### src/rtl/sdr_sdram_wb_arb_pkg.sv
// Shared Wishbone constants and arbiter state type for the SDRAM slave-port arbiter.
package sdr_sdram_wb_arb_pkg;

  localparam logic [2:0] CTI_CLASSIC = 3'b000;
  localparam logic [2:0] CTI_INCR    = 3'b010;
  localparam logic [2:0] CTI_EOB     = 3'b111;

  localparam logic [1:0] BTE_LINEAR  = 2'b00;
  localparam logic [1:0] BTE_BEAT4   = 2'b01;
  localparam logic [1:0] BTE_BEAT8   = 2'b10;
  localparam logic [1:0] BTE_BEAT16  = 2'b11;

  typedef enum logic {
    ST_IDLE  = 1'b0,
    ST_GRANT = 1'b1
  } arb_state_e;

  // An ack on a classic or end-of-burst beat completes the owner's cycle.
  function automatic logic cti_ends_cycle(input logic [2:0] cti);
    return (cti == CTI_CLASSIC) || (cti == CTI_EOB);
  endfunction

endpackage

### src/rtl/sdr_sdram_wb_arb_rr_pick.sv
// Combinational one-hot round-robin picker: scans last+1, last+2, ... (mod NR).
module wb_rr_pick #(
  parameter int unsigned NR = 4,
  parameter int unsigned LW = 2
) (
  input  logic [NR-1:0] req_i,
  input  logic [LW-1:0] last_i,
  output logic [NR-1:0] gnt_o
);

  logic          found;
  logic [LW-1:0] idx;

  always_comb begin
    gnt_o = '0;
    found = 1'b0;
    idx   = '0;
    for (int unsigned off = 1; off <= NR; off++) begin
      idx = LW'((32'(last_i) + off) % NR);
      if (!found && req_i[idx]) begin
        gnt_o[idx] = 1'b1;
        found      = 1'b1;
      end
    end
  end

endmodule

### src/rtl/sdr_sdram_wb_arb.sv
// Round-robin arbiter sharing the SDRAM controller's Wishbone slave port among
// several masters; a grant is held for a whole cycle or burst.
module sdr_sdram_wb_arb
  import sdr_sdram_wb_arb_pkg::*;
#(
  parameter int unsigned nr_masters = 4,
  parameter int unsigned adr_size   = 24
) (
  input  logic                           clk,
  input  logic                           rst_n,
  input  logic [32*nr_masters-1:0]       m_dat_i,
  input  logic [adr_size*nr_masters-1:0] m_adr_i,
  input  logic [4*nr_masters-1:0]        m_sel_i,
  input  logic [3*nr_masters-1:0]        m_cti_i,
  input  logic [2*nr_masters-1:0]        m_bte_i,
  input  logic [nr_masters-1:0]          m_we_i,
  input  logic [nr_masters-1:0]          m_cyc_i,
  input  logic [nr_masters-1:0]          m_stb_i,
  output logic [31:0]                    m_dat_o,
  output logic [nr_masters-1:0]          m_ack_o,
  output logic [31:0]                    s_dat_o,
  output logic [adr_size-1:0]            s_adr_o,
  output logic [3:0]                     s_sel_o,
  output logic [2:0]                     s_cti_o,
  output logic [1:0]                     s_bte_o,
  output logic                           s_we_o,
  output logic                           s_cyc_o,
  output logic                           s_stb_o,
  input  logic [31:0]                    s_dat_i,
  input  logic                           s_ack_i,
  output logic [nr_masters-1:0]          gnt
);

  localparam int unsigned LW = (nr_masters > 1) ? $clog2(nr_masters) : 1;

  arb_state_e              state_q, state_d;
  logic [nr_masters-1:0]   gnt_q, gnt_d;
  logic [LW-1:0]           last_q, last_d;
  logic [nr_masters-1:0]   pick_gnt;
  logic [LW-1:0]           own_idx;

  wb_rr_pick #(
    .NR (nr_masters),
    .LW (LW)
  ) u_pick (
    .req_i  (m_cyc_i),
    .last_i (last_q),
    .gnt_o  (pick_gnt)
  );

  // AND-OR slave-side mux on the registered one-hot grant; no grant gives all zeros.
  always_comb begin
    s_dat_o = '0;
    s_adr_o = '0;
    s_sel_o = '0;
    s_cti_o = '0;
    s_bte_o = '0;
    s_we_o  = 1'b0;
    s_cyc_o = 1'b0;
    s_stb_o = 1'b0;
    own_idx = '0;
    for (int unsigned k = 0; k < nr_masters; k++) begin
      s_dat_o = s_dat_o | (m_dat_i[k*32 +: 32]             & {32{gnt_q[k]}});
      s_adr_o = s_adr_o | (m_adr_i[k*adr_size +: adr_size] & {adr_size{gnt_q[k]}});
      s_sel_o = s_sel_o | (m_sel_i[k*4 +: 4]               & {4{gnt_q[k]}});
      s_cti_o = s_cti_o | (m_cti_i[k*3 +: 3]               & {3{gnt_q[k]}});
      s_bte_o = s_bte_o | (m_bte_i[k*2 +: 2]               & {2{gnt_q[k]}});
      s_we_o  = s_we_o  | (m_we_i[k]  & gnt_q[k]);
      s_cyc_o = s_cyc_o | (m_cyc_i[k] & gnt_q[k]);
      s_stb_o = s_stb_o | (m_stb_i[k] & gnt_q[k]);
      if (gnt_q[k]) begin
        own_idx = LW'(k);
      end
    end
  end

  // Acks reach only an owner that still holds cyc.
  assign m_ack_o = gnt_q & m_cyc_i & {nr_masters{s_ack_i}};
  assign m_dat_o = s_dat_i;
  assign gnt     = gnt_q;

  always_comb begin
    state_d = state_q;
    gnt_d   = gnt_q;
    last_d  = last_q;
    unique case (state_q)
      ST_IDLE: begin
        if (|m_cyc_i) begin
          gnt_d   = pick_gnt;
          state_d = ST_GRANT;
        end
      end
      ST_GRANT: begin
        if (!s_cyc_o || (s_ack_i && cti_ends_cycle(s_cti_o))) begin
          gnt_d   = '0;
          last_d  = own_idx;
          state_d = ST_IDLE;
        end
      end
      default: begin
        gnt_d   = '0;
        state_d = ST_IDLE;
      end
    endcase
  end

  always_ff @(posedge clk or negedge rst_n) begin
    if (!rst_n) begin
      state_q <= ST_IDLE;
      gnt_q   <= '0;
      last_q  <= LW'(nr_masters - 1);
    end else begin
      state_q <= state_d;
      gnt_q   <= gnt_d;
      last_q  <= last_d;
    end
  end

endmodule

### config.mk
export PLATFORM = sky130hd
export DESIGN_NAME = sdr_sdram_wb_arb
export DESIGN_NICKNAME = d
export VERILOG_FILES = /design/src/rtl/sdr_sdram_wb_arb_pkg.sv /design/src/rtl/sdr_sdram_wb_arb_rr_pick.sv /design/src/rtl/sdr_sdram_wb_arb.sv
export SDC_FILE = /design/constraint.sdc
export NUM_CORES = 1
export LEC_CHECK = 0
export ABC_AREA = 1
export CAP_MARGIN = 20
export CELL_PAD_IN_SITES_DETAIL_PLACEMENT = 0
export CELL_PAD_IN_SITES_GLOBAL_PLACEMENT = 2
export CORE_MARGIN = 10
export CORE_UTILIZATION = 10
export CTS_BUF_LIST = sky130_fd_sc_hd__clkbuf_8 sky130_fd_sc_hd__clkbuf_16
export DETAILED_ROUTE_END_ITERATION = 10
export GPL_ROUTABILITY_DRIVEN = 0
export PLACE_DENSITY_LB_ADDON = 0.2
export SLEW_MARGIN = 15
export SYNTH_ARGS = -nofsm -noshare
export SYNTH_HDL_FRONTEND = slang
export SYNTH_SLANG_ARGS = --single-unit
### constraint.sdc
create_clock -name clk -period 4.35 [get_ports clk]
set_clock_uncertainty 0.1 [all_clocks]
set_input_delay 1.0875 -clock clk [delete_from_list [all_inputs] [get_ports clk]]
set_output_delay 1.0875 -clock clk [all_outputs]
set_load 0.02 [all_outputs]
# Word-level counts from Yosys, hierarchy flattened
# Index checks and enable logic that the tools add are counted.
# totals
output_inout_bits,108
latchBits,0
mem_bits_ro,0
word_cells,130
in_bits,307
n_memories,0
mem_bits_rw,0
ff_bits,7
# op_classes
bitwise,62
magnitude_cmp,8
add_sub_neg,4
muxes,32
n_reduce_logical,18
n_mul,0
n_shift,0
n_eq_ne,3
div,0
# op_table
op,n
32-bit AND,4
24-bit AND,4
32-bit OR,3
24-bit OR,3
4-bit AND,6
4-bit 2-to-1 mux,6
4-bit OR,6
1-bit 2-to-1 mux,14
1-bit AND,12
3-bit AND,4
"2-bit by 3-bit less-than comparator with 1-bit output, second input constant",4
1-bit OR,9
3-bit OR,3
2-bit AND,4
1-bit binary-select mux with 2-bit select,4
1-bit demux with 2-bit select,4
"2-bit by 1-bit >= comparator with 1-bit output, second input constant",4
1-bit logical AND,8
4-bit one-hot mux with 2 select lines,1
2-bit OR,3
"2-bit by 1-bit adder with 2-bit output, second input constant",2
"2-bit adder, second input constant",2
1-bit zero test,4
2-bit 2-to-1 mux,2
9 further kinds,11

# Depth between registers and ports, before layout
# depth
depth_word,15
depth_mapped,12
ltp_nobuf,11

# Cells and area by module
# A second synthesis with hierarchy kept.
# unflattened
cells_unflattened,535
hier_area_um2,2678.8
# by_module_without_submodules
module,area_each_um2,seq_area_each_um2,cells_each,n_inst
sdr_sdram_wb_arb,2257.2,177.7,460,1
wb_rr_pick,421.7,0.0,75,1

# Worst setup path before layout
# Ideal clock, no wire load.
# synth_timing
path_type,input port to output port
from,input port s_ack_i
to,output port m_ack_o[0]
slack_ns,1.726
path_stages,2
t_required_ns,3.163
t_arrival_ns,1.436
n_path_buf,0
path_cell_list,inv_1 > nor2_1
# synth_between
elab_chain_len,1
# synth_lines
element,line_no,source
from (decl),sdr_sdram_wb_arb.sv:30,"input logic s_ack_i,"
4-bit AND,sdr_sdram_wb_arb.sv:78,assign m_ack_o = gnt_q & m_cyc_i & {nr_masters{s_ack_i}};
to (decl),sdr_sdram_wb_arb.sv:20,"output logic [nr_masters-1:0] m_ack_o,"
# Every way passes these cells.

# Worst setup path in the final report
# layout_timing
from,input port m_cyc_i[3]
to,output port s_cyc_o
# layout_between
elab_chain_len,2
# layout_lines
element,line_no,source
from (decl),sdr_sdram_wb_arb.sv:17,"input logic [nr_masters-1:0] m_cyc_i,"
1-bit AND,sdr_sdram_wb_arb.sv:69,s_cyc_o = s_cyc_o | (m_cyc_i[k] & gnt_q[k]);
1-bit OR,sdr_sdram_wb_arb.sv:69,
to (decl),sdr_sdram_wb_arb.sv:27,"output logic s_cyc_o,"
# Every way passes these cells.

==> summary.txt <==
Run status
  • Status: complete, no violations

Setup path
  • Delay-heaviest family, CP: buffers and inverters
  • Critical Path AT: 2500 ps
  • Most used cell, CP: clkdlybuf4s50_1
  • Type of origin of the critical path: input pin
  • Data required, critical path: approximately 3200 ps
  • R2r setup slk: 2130 ps
  • Worst Setup End Kind: primary output
  • CP bufs+invs: 2
  • Crit-path max cell delay: 620 ps
  • CP cell instances: clkdlybuf4s50_1, nand2_1, nand4_1, clkdlybuf4s50_1
  • CP Max Fanout: 4
  • Kind of critical path: in2out
  • Slowest stage cell, crit path: clkdlybuf4s50_1

Clocking
  • CTS tree: built
  • Worst-skew pair later-pin latency: 230 ps
  • CTS Buffer Depth: 2
  • Htree depth: 1
  • # hold bufs at CTS: 0
  • Clock-pin slew on the worst setup and hold paths: 40 ps
  • Setup bufs post-CTS: 0
  • # clock sinks: 7
  • CTS Buf Count: 3
  • Post_cts resized: 0
  • CTS Root Cell: clkbuf_16

Synth
  • Post-synth EDFFs: 0
  • Top-count cell post-synth: nand2_1
  • Post-synthesis sequential area ratio: 0.0688
  • Syn_area_per_cell: between 4 and 5 um2
  • Net Count, Synth: about 840
  • Top cell type's share of synthesized area: 0.465
  • Syn. warnings: 0
  • Synth unique cells: 22
  • Main flop type after synthesis: dfrtp_1
  • Synthesized flop and latch total: 7
  • Synth area leader: nand2_1
  • Ys async rst share: 1.00
  • Mapped Cells: roughly 520
  • Synth cell count leaders: 320 x nand2_1, 65 x nand4_1, 32 x buf_4
  • Largest cells by area after synthesis: nand2_1 46%, nand4_1 16%, buf_4 9.3%, dfrtp_1 4.8%, nand3_1 4.1%
  • Synthesized cell area: approximately 2600 um2

Place
  • Post-Place Worst Slack: ~660 ps
  • IO buf count: 350
  • DP HPWL: 18100 um
  • Area after DPL: 6240 um2

STA
  • RSZ-0062 raised after global routing: no
  • Final Setup Violations: 0
  • Final Hold Vio Count: 0
  • Max_slew headroom: 0.408
  • Final Max Slew Viols: 0
  • Minimum clock period: around 3700 ps
  • Slew at the pin closest to its max-slew limit: 877 ps
  • Final period util: 0.848
  • Final worst slack: approximately 660 ps
  • Final hold slack: 458 ps
  • Fmax achieved: around 270 MHz
  • Fin Setup TNS: 0 ps

Final layout
  • Fillcell total: 2867
  • Design Area, Final: 6320 um2
  • Area Overhead vs Synth: 145%
  • Share of cells above drive strength 1: 0.0328
  • Fin nets: 1138

Global route
  • Largest net degree at the start of global routing: between 40 and 50
  • Number of global-route vias before repair: between 4000 and 5000
  • GR Overflow Total: 0
  • Gr usage total: 0.123
  • Initial antenna violation count: 1
  • First-pass GRT wire length: between 30000 and 40000 um

Power and ir drop
  • Max VDD drop: around 0.17 mV
  • Pleak: 2.43 nW
  • Power density cells: 393 nW/um2

Die
  • Die area: about 33000 um2
  • Die height: 181 um
  • Die Wd: approximately 180 um
  • Rows: 58
  • Initial Utilization: 0.102
  • Core box area: 25300 um2
  • Io pins: 415

Route
  • Routed len/inst: between 15 and 20 um
  • Vias: 4369
  • TritonRoute pass-1 iters: 4
  • Initial DRC count: 151
  • WL final: 21400 um
  • Number of remaining DRC errors: 0
  • Routed vias/inst: ~3.8
  • Antenna viol nets, final: 0

Worst hold path
  • Worst hold path type: reg2reg

Job
  • Max-cap viol count: 0
[registers in the layout, indices dropped and copies added, names as in the netlist]
name / flops
gnt: 4
last_q: 2
state_q: 1
[where the power goes]
part	leakage [nW]	switching [mW]	internal, mW	total (mW)
registers	0.0800	0.0619	0.0962	0.158
logic	2.31	1.19	0.984	2.18
clock network	0.0423	0.0332	0.119	0.153
total	2.43	1.29	1.20	2.49
[layout by cell type (no fill, tap or decap), drive strengths merged, types with 2 or more instances in the layout]
cell	count
clkdlybuf4s50	350
dfrtp	5
nand3	23
o21ai	3
ha	8
nand4	65
buf	9
nor2	9
dfstp	2
nand2	325
nand3b	4
clkbuf	3
inv	13
[layout make-up]
cell class	count	area (um2)	area share
clock inverter	1	3.75	0.000594
sequential	7	183	0.0289
antenna	1	2.50	0.000396
timing repair buffer	359	3610	0.571
tap	330	413	0.0653
multi-input combinational	439	1990	0.315
inverter	13	48.8	0.00772
clock buffer	3	75.1	0.0119
[kinds of logic (layout without fill, tap and decap cells)]
family,count (synthesis),in the layout,share of synthesized area
DFF,7,7,0.0688
other,0,1,0
AOI/OAI and AO/OA,5,5,0.0111
and+or+nand+nor,426,426,0.720
adders and majority gates,8,8,0.0387
buffers and inverters,76,376,0.161
[final timing paths]
kind | from | end | cells after the start
max | m_cyc_i[3] | s_cyc_o | 4
min | last_q[1] | last_q[1] | 2
min reg2reg | last_q[1] | last_q[1] | 2
max in group asynchronous | rst_n | last_q[0] | 1
min in group asynchronous | rst_n | state_q | 1
max reg2reg | last_q[1] | gnt[0] | 11
[tightest hold or removal path, delay by kind of cell, from the launching register on]
kind / cells / cell delay (ps)
simple gates: 1 / 80
compound gates: 1 / 50
flops: 1 / 420
[metal layers]
| layer | GRT usage | routed length (um) | vias to the layer above |
|---|---|---|---|
| met5 | 0 | 0 | - |
| met4 | 0.00886 | 61 | 0 |
| met3 | 0.0517 | 2100 | 14 |
| met2 | 0.242 | 11600 | 184 |
| met1 | 0.120 | 7660 | 1909 |
| li1 | - | - | 2262 |
[stage by stage]
| stage | cells | utilization | power (mW) |
|---|---|---|---|
| 2_1_floorplan | 522 | - | 1.27 |
| 3_5_place_dp | 1148 | 0.246 | 2.39 |
| 5_1_grt | 1153 | 0.250 | 2.70 |
| 6_report | 1153 | 0.250 | 2.49 |
| 3_3_place_gp | 1148 | 0.246 | 2.42 |
| 4_1_cts | 1152 | 0.250 | 2.56 |
Power figures use the tool's default switching activity.
